File: config.mk
export PLATFORM = sky130hd
export DESIGN_NAME = sigmoid_table_loader
export DESIGN_NICKNAME = d
export VERILOG_FILES = /design/src/rtl/sigmoid_pkg.sv /design/src/rtl/bram_read_tracker.sv /design/src/rtl/sigmoid_table_loader.sv
export SDC_FILE = /design/constraint.sdc
export NUM_CORES = 1
export LEC_CHECK = 0
export ABC_AREA = 1
export BUFFER_PORTS_ARGS = -buffer_cell sky130_fd_sc_hd__buf_2
export CAP_MARGIN = 20
export CORE_MARGIN = 1.5
export CORE_UTILIZATION = 45
export DETAILED_ROUTE_END_ITERATION = 7
export PLACE_DENSITY = 0.64
export SETUP_SLACK_MARGIN = 0.4
export SLEW_MARGIN = 20
export SYNTH_ARGS = -nofsm -noshare
export SYNTH_HDL_FRONTEND = slang
export SYNTH_SLANG_ARGS = --single-unit
File: constraint.sdc
create_clock -name clk -period 2.29 [get_ports clk]
set_input_delay 0.229 -clock clk [delete_from_list [all_inputs] [get_ports clk]]
set_output_delay 0.229 -clock clk [all_outputs]
set_load 0.005 [all_outputs]
File: src/rtl/sigmoid_pkg.sv
// Shared constants and loader state encoding for the sigmoid table path.
// Imported by the table loader and reusable by the lookup wrapper.
package sigmoid_pkg;

    localparam int SIG_ADDR_WIDTH   = 11;
    localparam int SIG_DATA_WIDTH   = 16;
    localparam int SIG_DEPTH        = 1 << SIG_ADDR_WIDTH;
    localparam int SIG_READ_LATENCY = 2;
    localparam int SIG_SUM_WIDTH    = 32;

    localparam int ST_IDLE_BIT   = 0;
    localparam int ST_LOAD_BIT   = 1;
    localparam int ST_VERIFY_BIT = 2;
    localparam int ST_DONE_BIT   = 3;

    typedef enum logic [3:0] {
        ST_IDLE   = 4'(1 << ST_IDLE_BIT),
        ST_LOAD   = 4'(1 << ST_LOAD_BIT),
        ST_VERIFY = 4'(1 << ST_VERIFY_BIT),
        ST_DONE   = 4'(1 << ST_DONE_BIT)
    } loader_state_e;

endpackage

File: src/rtl/bram_read_tracker.sv
// Follows BRAM reads through the fixed read latency so the consumer knows
// which douta samples are real, and which one belongs to the final address.
module bram_read_tracker #(
    parameter int READ_LATENCY = 2
) (
    input  logic clk,
    input  logic reset,
    input  logic issue_in,
    input  logic last_in,
    output logic valid_out,
    output logic last_out
);

    logic [READ_LATENCY-1:0] valid_q;
    logic [READ_LATENCY-1:0] last_q;

    always_ff @(posedge clk) begin
        if (reset) begin
            valid_q <= '0;
            last_q  <= '0;
        end else begin
            valid_q[0] <= issue_in;
            last_q[0]  <= issue_in & last_in;
            for (int i = 1; i < READ_LATENCY; i++) begin
                valid_q[i] <= valid_q[i-1];
                last_q[i]  <= last_q[i-1];
            end
        end
    end

    assign valid_out = valid_q[READ_LATENCY-1];
    assign last_out  = last_q[READ_LATENCY-1];

endmodule

File: src/rtl/sigmoid_table_loader.sv
// Fills the sigmoid BRAM from a valid/ready word stream, then reads the whole
// table back and compares sums before declaring the table usable.
module sigmoid_table_loader
    import sigmoid_pkg::*;
#(
    parameter int ADDR_WIDTH   = SIG_ADDR_WIDTH,
    parameter int DATA_WIDTH   = SIG_DATA_WIDTH,
    parameter int READ_LATENCY = SIG_READ_LATENCY,
    parameter int SUM_WIDTH    = SIG_SUM_WIDTH
) (
    input  logic                  clk,
    input  logic                  reset,
    input  logic                  start_in,
    input  logic [DATA_WIDTH-1:0] s_data_in,
    input  logic                  s_valid_in,
    output logic                  s_ready_out,
    output logic                  bram_en_out,
    output logic                  bram_we_out,
    output logic [ADDR_WIDTH-1:0] bram_addr_out,
    output logic [DATA_WIDTH-1:0] bram_din_out,
    input  logic [DATA_WIDTH-1:0] bram_dout_in,
    output logic                  busy_out,
    output logic                  ready_out,
    output logic [SUM_WIDTH-1:0]  checksum_out,
    output logic                  mismatch_out
);

    localparam logic [ADDR_WIDTH-1:0] LAST_ADDR = '1;
    localparam logic [ADDR_WIDTH-1:0] ADDR_ONE  = ADDR_WIDTH'(1);

    loader_state_e         state_q;
    logic [ADDR_WIDTH-1:0] wr_addr_q;
    logic [ADDR_WIDTH-1:0] rd_addr_q;
    logic                  rd_active_q;
    logic                  bram_en_q;
    logic                  bram_we_q;
    logic [ADDR_WIDTH-1:0] bram_addr_q;
    logic [DATA_WIDTH-1:0] bram_din_q;
    logic [SUM_WIDTH-1:0]  wr_sum_q;
    logic [SUM_WIDTH-1:0]  rd_sum_q;
    logic [SUM_WIDTH-1:0]  checksum_q;
    logic                  ready_q;
    logic                  mismatch_q;

    logic [SUM_WIDTH-1:0]  wr_sum_d;
    logic [SUM_WIDTH-1:0]  rd_sum_d;
    logic                  rd_issue_port;
    logic                  rd_last_port;
    logic                  rd_valid;
    logic                  rd_last;

    assign wr_sum_d = wr_sum_q + SUM_WIDTH'(s_data_in);
    assign rd_sum_d = rd_sum_q + SUM_WIDTH'(bram_dout_in);

    // Qualify from what the BRAM actually sees, so tracker timing matches the port.
    assign rd_issue_port = bram_en_q & ~bram_we_q;
    assign rd_last_port  = (bram_addr_q == LAST_ADDR);

    bram_read_tracker #(
        .READ_LATENCY (READ_LATENCY)
    ) u_tracker (
        .clk       (clk),
        .reset     (reset),
        .issue_in  (rd_issue_port),
        .last_in   (rd_last_port),
        .valid_out (rd_valid),
        .last_out  (rd_last)
    );

    always_ff @(posedge clk) begin
        if (reset) begin
            state_q     <= ST_IDLE;
            wr_addr_q   <= '0;
            rd_addr_q   <= '0;
            rd_active_q <= 1'b0;
            bram_en_q   <= 1'b0;
            bram_we_q   <= 1'b0;
            bram_addr_q <= '0;
            bram_din_q  <= '0;
            wr_sum_q    <= '0;
            rd_sum_q    <= '0;
            checksum_q  <= '0;
            ready_q     <= 1'b0;
            mismatch_q  <= 1'b0;
        end else begin
            bram_en_q <= 1'b0;
            bram_we_q <= 1'b0;
            case (state_q)
                ST_IDLE: begin
                    if (start_in) begin
                        state_q    <= ST_LOAD;
                        wr_addr_q  <= '0;
                        wr_sum_q   <= '0;
                        rd_sum_q   <= '0;
                        mismatch_q <= 1'b0;
                        ready_q    <= 1'b0;
                    end
                end
                ST_LOAD: begin
                    if (s_valid_in) begin
                        bram_en_q   <= 1'b1;
                        bram_we_q   <= 1'b1;
                        bram_addr_q <= wr_addr_q;
                        bram_din_q  <= s_data_in;
                        wr_addr_q   <= wr_addr_q + ADDR_ONE;
                        wr_sum_q    <= wr_sum_d;
                        if (wr_addr_q == LAST_ADDR) begin
                            state_q     <= ST_VERIFY;
                            rd_addr_q   <= '0;
                            rd_active_q <= 1'b1;
                        end
                    end
                end
                ST_VERIFY: begin
                    if (rd_active_q) begin
                        bram_en_q   <= 1'b1;
                        bram_addr_q <= rd_addr_q;
                        rd_addr_q   <= rd_addr_q + ADDR_ONE;
                        if (rd_addr_q == LAST_ADDR) begin
                            rd_active_q <= 1'b0;
                        end
                    end
                    if (rd_valid) begin
                        rd_sum_q <= rd_sum_d;
                        if (rd_last) begin
                            state_q    <= ST_DONE;
                            checksum_q <= wr_sum_q;
                            mismatch_q <= (rd_sum_d != wr_sum_q);
                            ready_q    <= (rd_sum_d == wr_sum_q);
                        end
                    end
                end
                ST_DONE: begin
                    state_q <= ST_IDLE;
                end
                default: begin
                    state_q <= ST_IDLE;
                end
            endcase
        end
    end

    assign s_ready_out   = (state_q == ST_LOAD);
    assign busy_out      = (state_q == ST_LOAD) || (state_q == ST_VERIFY);
    assign bram_en_out   = bram_en_q;
    assign bram_we_out   = bram_we_q;
    assign bram_addr_out = bram_addr_q;
    assign bram_din_out  = bram_din_q;
    assign ready_out     = ready_q;
    assign checksum_out  = checksum_q;
    assign mismatch_out  = mismatch_q;

endmodule

==> flow_summary.json <==
{
  "status": "complete, but fails checks",
  "violations": "setup timing",
  "fmax_ghz": 0.402,
  "finalWorstSetupSlack_ns": -0.196,
  "yosys.area_share.adder_pct": 5.02,
  "dp_hpwl_mm": 20.0,
  "cts_tree": "built",
  "die_x_um": 146,
  "cts_buffers": 17,
  "critPathLaunchType": "flop",
  "synth_nets": 1485,
  "dr.pass1.iters": 5,
  "p_int_mw": 5.21,
  "cp_max_fo": 3,
  "avgSynthCellArea_um2": 6.56,
  "final-hold-violation-count": 0,
  "power.total_mw": 7.74,
  "wirelength_mm": 30.6,
  "ys_warn_count": 0,
  "rsz0062_at_grt": "true",
  "post-route-min-period_ns": 2.49,
  "clockRootBuffer": "clkbuf_16",
  "final_layout_size_suffix_gt1_share_pct": 32.6,
  "worst_clock_skew_ns": 0.00921,
  "yosys.area_share.simple_pct": 36.7,
  "n_fill_cell": 1743,
  "synth_edf_count": 0,
  "syn-cell-area_mm2": 0.00926,
  "synth_top_family_by_area": "simple AND/OR/NAND/NOR gates",
  "hold_buffers": 0,
  "wl_per_cell_um": 16.0,
  "grt_antenna_before_repair": 0,
  "worstSetupEndpointType": "flop",
  "synthXorXnorAreaFrac_pct": 1.67,
  "io_pins": 101,
  "clkTransAtPathRegs_ns": 0.07,
  "slew_viol_final": 0,
  "dr_total_vias": 10285,
  "synth_compound_area_share_pct": 14.2,
  "grt_max_degree": 77,
  "pwr-share-comb_pct": 23.8,
  "start_util_pct": 45.8,
  "cts_buffer_depth": 2,
  "post-route-util_pct": 63.8,
  "timing_worst_setup_path_type": "flop to flop",
  "synth_seq_area_share_pct": 34.1,
  "synthMuxAreaShare_pct": 0,
  "synth_top_flop_cell": "dfxtp_1",
  "grt_pass1_vias": 9441,
  "r2r_start": "rd_sum_q[0]",
  "hold_slack_ns": 0.0614,
  "critPathArrivalTime_ns": 2.76,
  "clk-insertion-delay-late_ns": 0.44,
  "layout.nets": 1702,
  "ys_seq_elements": 158,
  "ant_nets": 0,
  "n_antenna_cell": 0,
  "dieHeight_um": 146,
  "pwr-share-clk_pct": 39.1,
  "ys_async_sr_fraction_pct": 0,
  "cap_violations": 0,
  "worstMarginPinSlew_ns": 0.934,
  "crit_start": "rd_sum_q[0]",
  "area_delta_synth_final_pct": 39.4,
  "first_iter_violations": 800,
  "design_area_mm2": 0.0129,
  "powerDensity_mw_per_mm2": 600,
  "place_congestion": 0.938,
  "ys_types": 55,
  "seqPwrFrac_pct": 37.1,
  "synth_cells": 1413,
  "power_leakage_nw": 5.74,
  "hold_class": "input port to flop",
  "rows": 52,
  "required_ns": 2.57,
  "period_share_pct": 109,
  "drc": 0,
  "swShare_pct": 32.7,
  "io_buffers": 100,
  "cts.sinks": 158,
  "grt_overflow": 0,
  "grt_pass1_wl_mm": 46.7,
  "die_area_mm2": 0.0215,
  "p_sw_mw": 2.53,
  "core_mm2": 0.0202,
  "htreeDepth": 4,
  "grt_use_total_pct": 27.2,
  "worstHoldStart": "s_data_in[2]",
  "relSlewSlack_pct": 37.7,
  "peakVddDrop_mv": 0.523,
  "dpl_cell_area_mm2": 0.0106,
  "setup_viol": 6,
  "via_per_inst": 5.38
}
==> placed cells by master, fill, tap and decap left out, types with 13 or more instances in the layout <==
cell / count
inv_2: 17
ha_4: 25
inv_1: 125
buf_2: 99
nand3b_1: 21
buf_6: 26
a31oi_1: 13
clkbuf_16: 18
nor2_2: 14
a21oi_2: 15
nand2_1: 386
nand3_1: 77
nand3_2: 22
dfxtp_2: 16
a21oi_1: 122
nand2_4: 23
nor2_1: 92
nand2_2: 54
buf_4: 105
o21ai_0: 55
dfxtp_1: 142
==> Yosys cell counts, types with 6 or more instances <==
library cell,instances,area [um2]
nand3b_1,21,158
buf_2,8,40.0
xor2_1,11,96.3
o21a_1,6,45.0
nand4_1,12,75.1
dfxtp_1,158,3160
a21oi_1,136,681
nand2_2,15,93.8
o21ai_0,68,340
clkbuf_1,24,90.1
a31oi_1,13,81.3
nand3_1,105,526
inv_1,138,518
nor3_1,14,70.1
ha_1,34,425
nand2_1,447,1680
or2_2,9,56.3
inv_2,9,33.8
nor2_1,108,405
==> sequential cells by signal (all words and copies together) (netlist names) <==
register           flops
wr_addr_q             11
rd_active_q            1
ready_out              1
u_tracker.last_q       2
checksum_out          32
mismatch_out           1
bram_we_out            1
rd_sum_q              32
u_tracker.valid_q      2
bram_addr_out         11
state_q                4
rd_addr_q             11
wr_sum_q              32
bram_din_out          16
bram_en_out            1
==> worst max-delay path, cell delays in order (launching register included) <==
cell and delay [ns]:
dfxtp_2 0.35, ha_4 0.13, inv_2 0.04, fa_2 0.38, inv_2 0.08, nand3_2 0.07, nand2_4 0.11, nand2_4 0.08
nand3b_1 0.15, nand3_1 0.09, nand2_1 0.08, nand2_1 0.06, nor2_2 0.11, nand2_2 0.08, nor2_4 0.14, nand3_2 0.09
nor2_2 0.12, nand2_1 0.06, nand2_1 0.05, a21oi_1 0.06
==> power by group through the flow <==
stage                     clock network [mW]  registers (mW)  logic (mW)
after floorplan                            0            2.93       0.806
after global routing                    3.16            2.88        1.95
final                                   3.02            2.87        1.85
after detailed placement                   0            2.93        1.24
after global placement                     0            2.93        1.23
after CTS                               3.04            2.87        1.52
==> metal layers <==
metal	vias up	GRT usage, %	routed length, um
met1	4810	36.5	13900
met2	364	43.9	14100
met4	0	8.99	603
li1	5049	-	-
met3	62	5.13	1970
met5	-	0	0
==> kinds of logic (layout without fill, tap and decap cells) <==
kind of cell    after synthesis  count (layout)
simple gates                768             769
buf+inv                     190             418
fa+ha+maj                    36              36
compound gates              245             245
xor+xnor                     16              16
flops                       158             158
==> repair_timing <==
action	CTS	global route
setup endpoints to repair	54	123
pin swaps	54	62
cloned	1	3
endpoints found under the hold margin	0	0
setup buffers	37	20
resized for setup	126	151
==> stage by stage <==
| stage | TNS (ns) | instances | setup slack, ns |
|---|---|---|---|
| after detailed placement | -0.724 | 1820 | -0.342 |
| after floorplan | 0 | 1413 | 0.126 |
| after global placement | -0.682 | 1820 | -0.320 |
| after CTS | -0.343 | 1889 | -0.185 |
| final | -0.425 | 1912 | -0.196 |
| after global routing | -1.46 | 1912 | -0.381 |
==> final cells by class <==
class	count	area [um2]	area share, %
timing repair inverter	2	15.0	0.116
sequential	158	3180	24.7
tap	270	338	2.62
multi-input combinational	1066	6480	50.2
inverter	149	599	4.64
clock buffer	18	439	3.40
clock inverter	13	165	1.28
timing repair buffer	236	1690	13.1
==> path summary, 6_finish.rpt <==
check        depth (start not counted)  slack, ns              endpoint
max reg2reg                         19      -0.20          mismatch_out
max                                 19      -0.20          mismatch_out
min reg2reg                          2       0.40  u_tracker.valid_q[1]
min                                  3       0.06       bram_din_out[2]
No activity file was read; power rests on OpenSTA's default activity.
